File: src/rtl/word6_tx_pkg.sv
// word6_tx_pkg
//   Shared types and constants for the 6-bit serial transmitter slice.
//   - tx_state_t : transmitter FSM states (PARITY is only reached when the
//                  WORD6_TX_PARITY_EN build option is defined)
//   - DATA_W     : word width delivered by the byte-to-6-bit FIFO
//   - IDLE_LEVEL : level of the serial line between frames
package word6_tx_pkg;

    localparam int   DATA_W     = 6;
    localparam logic IDLE_LEVEL = 1'b1;

    typedef enum logic [2:0] {
        IDLE,
        REQ,
        LOAD,
        START,
        DATA,
        PARITY,
        STOP
    } tx_state_t;

endpackage

File: src/rtl/word6_bit_timer.sv
// word6_bit_timer
//   Reloadable down-counter that measures one serial bit period.
//   Ports:
//     clk, reset_n : clock, asynchronous active-low reset
//     load         : reload to CLKS_PER_BIT-1 (first cycle of a new bit)
//     clear        : force the count to zero
//     tick         : high on the last cycle of the current bit (count == 0)
//   The counter parks at zero, so tick stays high while nothing is timed;
//   the owner only looks at tick in states that are actually timing a bit.
module word6_bit_timer #(
    parameter int CLKS_PER_BIT = 4
) (
    input  logic clk,
    input  logic reset_n,
    input  logic load,
    input  logic clear,
    output logic tick
);

    localparam int              TW     = $clog2(CLKS_PER_BIT + 1);
    localparam logic [TW-1:0]   RELOAD = TW'(CLKS_PER_BIT - 1);

    logic [TW-1:0] cnt;

    always_ff @(posedge clk or negedge reset_n) begin
        if (!reset_n) begin
            cnt <= '0;
        end else if (clear) begin
            cnt <= '0;
        end else if (load) begin
            cnt <= RELOAD;
        end else if (cnt != '0) begin
            cnt <= cnt - TW'(1);
        end
    end

    assign tick = (cnt == '0);

endmodule

File: src/rtl/word6_serial_tx.sv
// word6_serial_tx
//   Pops 6-bit words from the conversion FIFO and sends each one as an
//   asynchronous frame: start bit (0), 6 data bits LSB first, stop bit (1).
//   Build option: define WORD6_TX_PARITY_EN to insert an even-parity bit
//   between the data bits and the stop bit (9-bit frame).
//   Ports:
//     clk, reset_n  : clock, asynchronous active-low reset
//     enable        : permits starting new frames (sampled in IDLE and on the
//                     final stop cycle only)
//     fifo_empty    : FIFO empty flag
//     fifo_data     : FIFO read data, valid the cycle after fifo_read_en
//     fifo_read_en  : one-cycle pop request
//     tx_out        : serial line, idle high
//     busy          : high from the pop request to the end of the stop bit
//     frame_done    : pulse on the last cycle of the stop bit
//     frame_cnt     : frames completed since reset (wraps)
module word6_serial_tx
    import word6_tx_pkg::*;
#(
    parameter int CLKS_PER_BIT = 4,
    parameter int CNT_W        = 16
) (
    input  logic              clk,
    input  logic              reset_n,
    input  logic              enable,
    input  logic              fifo_empty,
    input  logic [DATA_W-1:0] fifo_data,
    output logic              fifo_read_en,
    output logic              tx_out,
    output logic              busy,
    output logic              frame_done,
    output logic [CNT_W-1:0]  frame_cnt
);

    tx_state_t         state, state_nxt;
    logic [DATA_W-1:0] shreg;
    logic [2:0]        bit_idx;
    logic              tick;
    logic              tmr_load;
    logic              tmr_clear;
    logic              start_next;
    logic              last_bit;
`ifdef WORD6_TX_PARITY_EN
    logic              par_bit;
`endif

    assign start_next = enable && !fifo_empty;
    assign last_bit   = (bit_idx == 3'(DATA_W - 1));
    assign tmr_clear  = (state == IDLE);

    word6_bit_timer #(
        .CLKS_PER_BIT (CLKS_PER_BIT)
    ) u_timer (
        .clk     (clk),
        .reset_n (reset_n),
        .load    (tmr_load),
        .clear   (tmr_clear),
        .tick    (tick)
    );

    // Outputs are decoded from the registered state so that an asynchronous
    // reset drives the line idle-high immediately.
    always_comb begin
        state_nxt    = state;
        tmr_load     = 1'b0;
        tx_out       = IDLE_LEVEL;
        fifo_read_en = 1'b0;
        busy         = 1'b1;
        frame_done   = 1'b0;
        case (state)
            IDLE: begin
                busy = 1'b0;
                if (start_next) state_nxt = REQ;
            end
            REQ: begin
                fifo_read_en = 1'b1;
                state_nxt    = LOAD;
            end
            LOAD: begin
                tmr_load  = 1'b1;
                state_nxt = START;
            end
            START: begin
                tx_out = 1'b0;
                if (tick) begin
                    tmr_load  = 1'b1;
                    state_nxt = DATA;
                end
            end
            DATA: begin
                tx_out = shreg[0];
                if (tick) begin
                    tmr_load = 1'b1;
`ifdef WORD6_TX_PARITY_EN
                    if (last_bit) state_nxt = PARITY;
`else
                    if (last_bit) state_nxt = STOP;
`endif
                end
            end
`ifdef WORD6_TX_PARITY_EN
            PARITY: begin
                tx_out = par_bit;
                if (tick) begin
                    tmr_load  = 1'b1;
                    state_nxt = STOP;
                end
            end
`endif
            STOP: begin
                // No reload here: the next frame passes through LOAD, which
                // restarts the timer, so REQ/LOAD form the whole gap.
                if (tick) begin
                    frame_done = 1'b1;
                    state_nxt  = start_next ? REQ : IDLE;
                end
            end
            default: state_nxt = IDLE;
        endcase
    end

    always_ff @(posedge clk or negedge reset_n) begin
        if (!reset_n) begin
            state     <= IDLE;
            shreg     <= '0;
            bit_idx   <= '0;
            frame_cnt <= '0;
`ifdef WORD6_TX_PARITY_EN
            par_bit   <= 1'b0;
`endif
        end else begin
            state <= state_nxt;
            if (state == LOAD) begin
                shreg   <= fifo_data;
                bit_idx <= '0;
`ifdef WORD6_TX_PARITY_EN
                par_bit <= ^fifo_data;
`endif
            end else if (state == DATA && tick) begin
                shreg   <= {1'b0, shreg[DATA_W-1:1]};
                bit_idx <= bit_idx + 3'd1;
            end
            if (frame_done) frame_cnt <= frame_cnt + CNT_W'(1);
        end
    end

endmodule

File: config.mk
export PLATFORM = sky130hd
export DESIGN_NAME = word6_serial_tx
export DESIGN_NICKNAME = d
export VERILOG_FILES = /design/src/rtl/word6_tx_pkg.sv /design/src/rtl/word6_bit_timer.sv /design/src/rtl/word6_serial_tx.sv
export SDC_FILE = /design/constraint.sdc
export NUM_CORES = 1
export LEC_CHECK = 0
export BUFFER_PORTS_ARGS = -buffer_cell sky130_fd_sc_hd__buf_2
export CORE_ASPECT_RATIO = 1.2
export CORE_MARGIN = 1
export CORE_UTILIZATION = 25
export DETAILED_ROUTE_END_ITERATION = 16
export GPL_ROUTABILITY_DRIVEN = 0
export GPL_TIMING_DRIVEN = 0
export PLACE_DENSITY = 0.4
export SETUP_SLACK_MARGIN = 0.15
export SLEW_MARGIN = 10
export SYNTH_ARGS = -nofsm -noshare
export SYNTH_HDL_FRONTEND = slang
export SYNTH_SLANG_ARGS = --single-unit
File: constraint.sdc
create_clock -name clk -period 3.2 [get_ports clk]
set_clock_uncertainty 0.1 [all_clocks]
set_input_delay 0.48 -clock clk [delete_from_list [all_inputs] [get_ports clk]]
set_output_delay 0.48 -clock clk [all_outputs]
set_load 0.01 [all_outputs]
==> reports/qor.yml <==
status:
  status: "completed"
job:
  maxCapViolCount: 0
finish:
  diodes: 0
  fin_util_pct: 31.66
  fin_area_sq_um: 1928
  final_layout_size_suffix_gt1_share_pct: 25.53
  fin_nets: 202
  n_fill_cell: 636
  multi_input_area_sq_um: 748.2
  areaGrowthSynthToFinish_pct: 20.58
  seqCellArea_sq_um: 775.7
setup_path:
  r2r_cells: 7
  max_stage_delay_ns: 0.40
  path_max_fanout: 10
  cp_data_arrival_time_ns: 1.60
  endpoint_kind: "primary output"
  cpLargestDelayFamily: "buffers and inverters"
  cp_data_required_time_ns: 2.62
  reg2reg_setup_slack_ns: 1.27
  worstSetupStartpointType: "flop"
  crit_buf_inv: 2
  path_cells: "clkbuf_1, nand2b_1, nor3_1, a31oi_1, buf_2"
  crit_slowest_cell: "dfrtp_1"
  timing.rr.end: "state[0]"
  path_class: "reg2out"
  r2r_start: "u_timer.cnt[0]"
timing:
  fin_crit_sh_pct: 68.20
  worst_slew_pin_slew_ns: 0.7170
  relSlewSlack_pct: 52.20
  hold_viol_final: 0
  fin_crit_ns: 2.183
  setup_ws_ns: 1.017
  rsz0062_at_grt: "false"
  timing.fmax_mhz: 458.2
  final-setup-viol-count: 0
  tns_ns: 0
  maxSlewViolCount: 0
clocking:
  cts_hold_buf: 0
  root_buffer: "clkbuf_8"
  cts_buffer_depth: 2
  insertion_delay_ns: 0.27
  h-tree-depth: 2
  postCtsSetupRepairBufs: 0
  clkTransAtPathRegs_ns: 0.07
  cts_buffers: 5
  cts_resized: 0
  cts_tree: "built"
  clock-sinks: 31
global_routing:
  antenna_found_initial: 0
  grt_pass1_wl_mm: 5.292
  grt_use_total_pct: 10.79
  grt-ovfl-total: 0
  grt_pass1_vias: 1143
  grt_max_degree: 32
yosys:
  yosysSeqAreaShare_pct: 48.51
  synth-xor-area-share_pct: 8.764
  synth-compound-area-share_pct: 8.685
  synthAdderAreaFrac_pct: 3.912
  yosys_register_bits: 31
  ys_warn_count: 0
  synth_top_family_by_area: "simple AND/OR/NAND/NOR gates"
  synth_simple_gate_area_share_pct: 19.64
  synth.avg_cell_area_sq_um: 10.59
  ys_types: 38
  synthMuxAreaShare_pct: 5.790
  syn-instance-count: 151
  synthesis.nets: 166
  synth.cell_area_sq_um: 1599
min_path:
  hold_path_class: "in2async"
die:
  io_pins: 30
  dieArea_sq_um: 6721
  coreArea_sq_um: 6090
  core.rowCount: 31
  die_width_um: 75.01
  die_h_um: 89.61
  start_util_pct: 26.26
detailed_routing:
  dr_total_vias: 1211
  wl_per_cell_um: 12.30
  drtIter0Drc: 30
  avgViaCountPerCell: 4.485
  post-route-drc-count: 0
  wl_mm: 3.321
  first_pass_iters: 4
  ant_nets: 0
power:
  ir_drop_mv: 0.2822
  total_power_mw: 1.224
  leakagePower_nw: 0.9403
  cellPowerDensity_nw_per_um2: 635.0
placement:
  pre_cts_ws_ns: 1.276
  place_hpwl_mm: 2.399
  dpl_cell_area_sq_um: 1847
  numPortBuffers: 29
## how the worst max path moves through the flow
stage / startpoint / to / cells past startpoint / slack [ns]
2_1_floorplan: u_timer.cnt[0] / bit_idx[0] / 7 / 1.47
3_3_place_gp: u_timer.cnt[0] / state[0] / 7 / 1.29
3_5_place_dp: u_timer.cnt[0] / state[0] / 7 / 1.28
4_1_cts: state[0] / tx_out / 5 / 1.0
5_1_grt: state[0] / tx_out / 5 / 0.92
6_report: state[0] / tx_out / 5 / 1.02
## power breakdown
part	internal, mW	leakage [nW]	switching [mW]
clock network	0.152	0.0422	0.138
registers	0.475	0.404	0.0528
logic	0.182	0.495	0.225
total	0.809	0.940	0.415
## sequential cells by signal (all words and copies together) (netlist names)
name,count
bit_idx,3
frame_cnt,16
shreg,6
state,3
u_timer.cnt,3
## cells by family after synthesis
logic type,after synthesis
muxes,9
adders and majority gates,5
AOI/OAI and AO/OA,20
DFF,31
buffers and inverters,17
xor gates and xnor gates,16
and+or+nand+nor,53
## metal layers
layer / global-route usage, % / share of wire (%) / up-vias
met5: 0 / 0 / -
met2: 18.35 / 49 / 27
met4: 5.146 / 0.87 / 0
met1: 12.23 / 46 / 589
met3: 3.348 / 4.2 / 2
li1: - / - / 593
## cell usage after synthesis, drive strengths merged
cell | instances | area share (%)
nand3 | 5 | 1.6
nor3 | 6 | 3.1
a211oi | 1 | 0.47
ha | 5 | 3.9
mux2 | 2 | 1.4
a41oi | 1 | 0.55
or3 | 1 | 0.39
buf | 4 | 1.6
a21oi | 1 | 0.31
nand2 | 19 | 4.5
clkbuf | 3 | 0.70
nor3b | 1 | 0.47
dfrtp | 31 | 49
nor2b | 3 | 1.2
and4 | 2 | 1.1
xnor2 | 6 | 3.3
o211a | 1 | 0.63
o21bai | 1 | 0.47
o32a | 1 | 0.63
a22o | 3 | 1.6
and4b | 1 | 0.63
o22ai | 3 | 1.2
xor2 | 10 | 5.5
o21ai | 6 | 1.9
nand2b | 1 | 0.39
nand4 | 2 | 2.1
inv | 10 | 2.3
and3 | 1 | 0.39
a31oi | 1 | 0.39
nor2 | 7 | 1.6
nor4bb | 1 | 0.63
mux2i | 7 | 4.4
a221oi | 1 | 0.55
and2 | 2 | 0.78
nor4 | 1 | 0.78
## per-stage QoR
stage / hold WS [ns] / instances
floorplan: 0.08441 / 151
global placement: 0.3512 / 262
detailed placement: 0.3542 / 262
CTS: 0.1806 / 270
global route: 0.1958 / 270
finish: 0.1545 / 270
## layout make-up
| type | instances | share of cell area, % |
|---|---|---|
| sequential | 31 | 40.23 |
| multi-input combinational | 103 | 38.81 |
| timing repair buffer | 29 | 7.528 |
| tap | 82 | 5.321 |
| clock buffer | 7 | 3.958 |
| buffer | 7 | 1.947 |
| inverter | 10 | 1.947 |
| clock inverter | 1 | 0.2596 |
## cell usage in the layout, fill, tap and decap left out, types with 2 or more instances in the layout
master	n
and4_1	2
buf_2	32
clkbuf_1	5
inv_1	10
ha_1	5
and2_1	2
clkbuf_8	5
nor3_1	2
mux2i_1	7
xor2_1	10
o22ai_1	3
mux2_2	2
nor2_1	7
nand2_1	19
nand3_1	5
dfrtp_1	31
xnor2_1	6
a22o_1	3
nor2b_1	3
nor3_2	4
o21ai_0	6
## worst reg2reg max path: stages (launching register included)
cell and delay [ns]:
dfrtp_1 0.35, inv_1 0.08, ha_1 0.15, ha_1 0.17, clkbuf_1 0.33, nand2_1 0.23, o32a_1 0.33, o22ai_1 0.12
(Power assumes the default switching activity.)
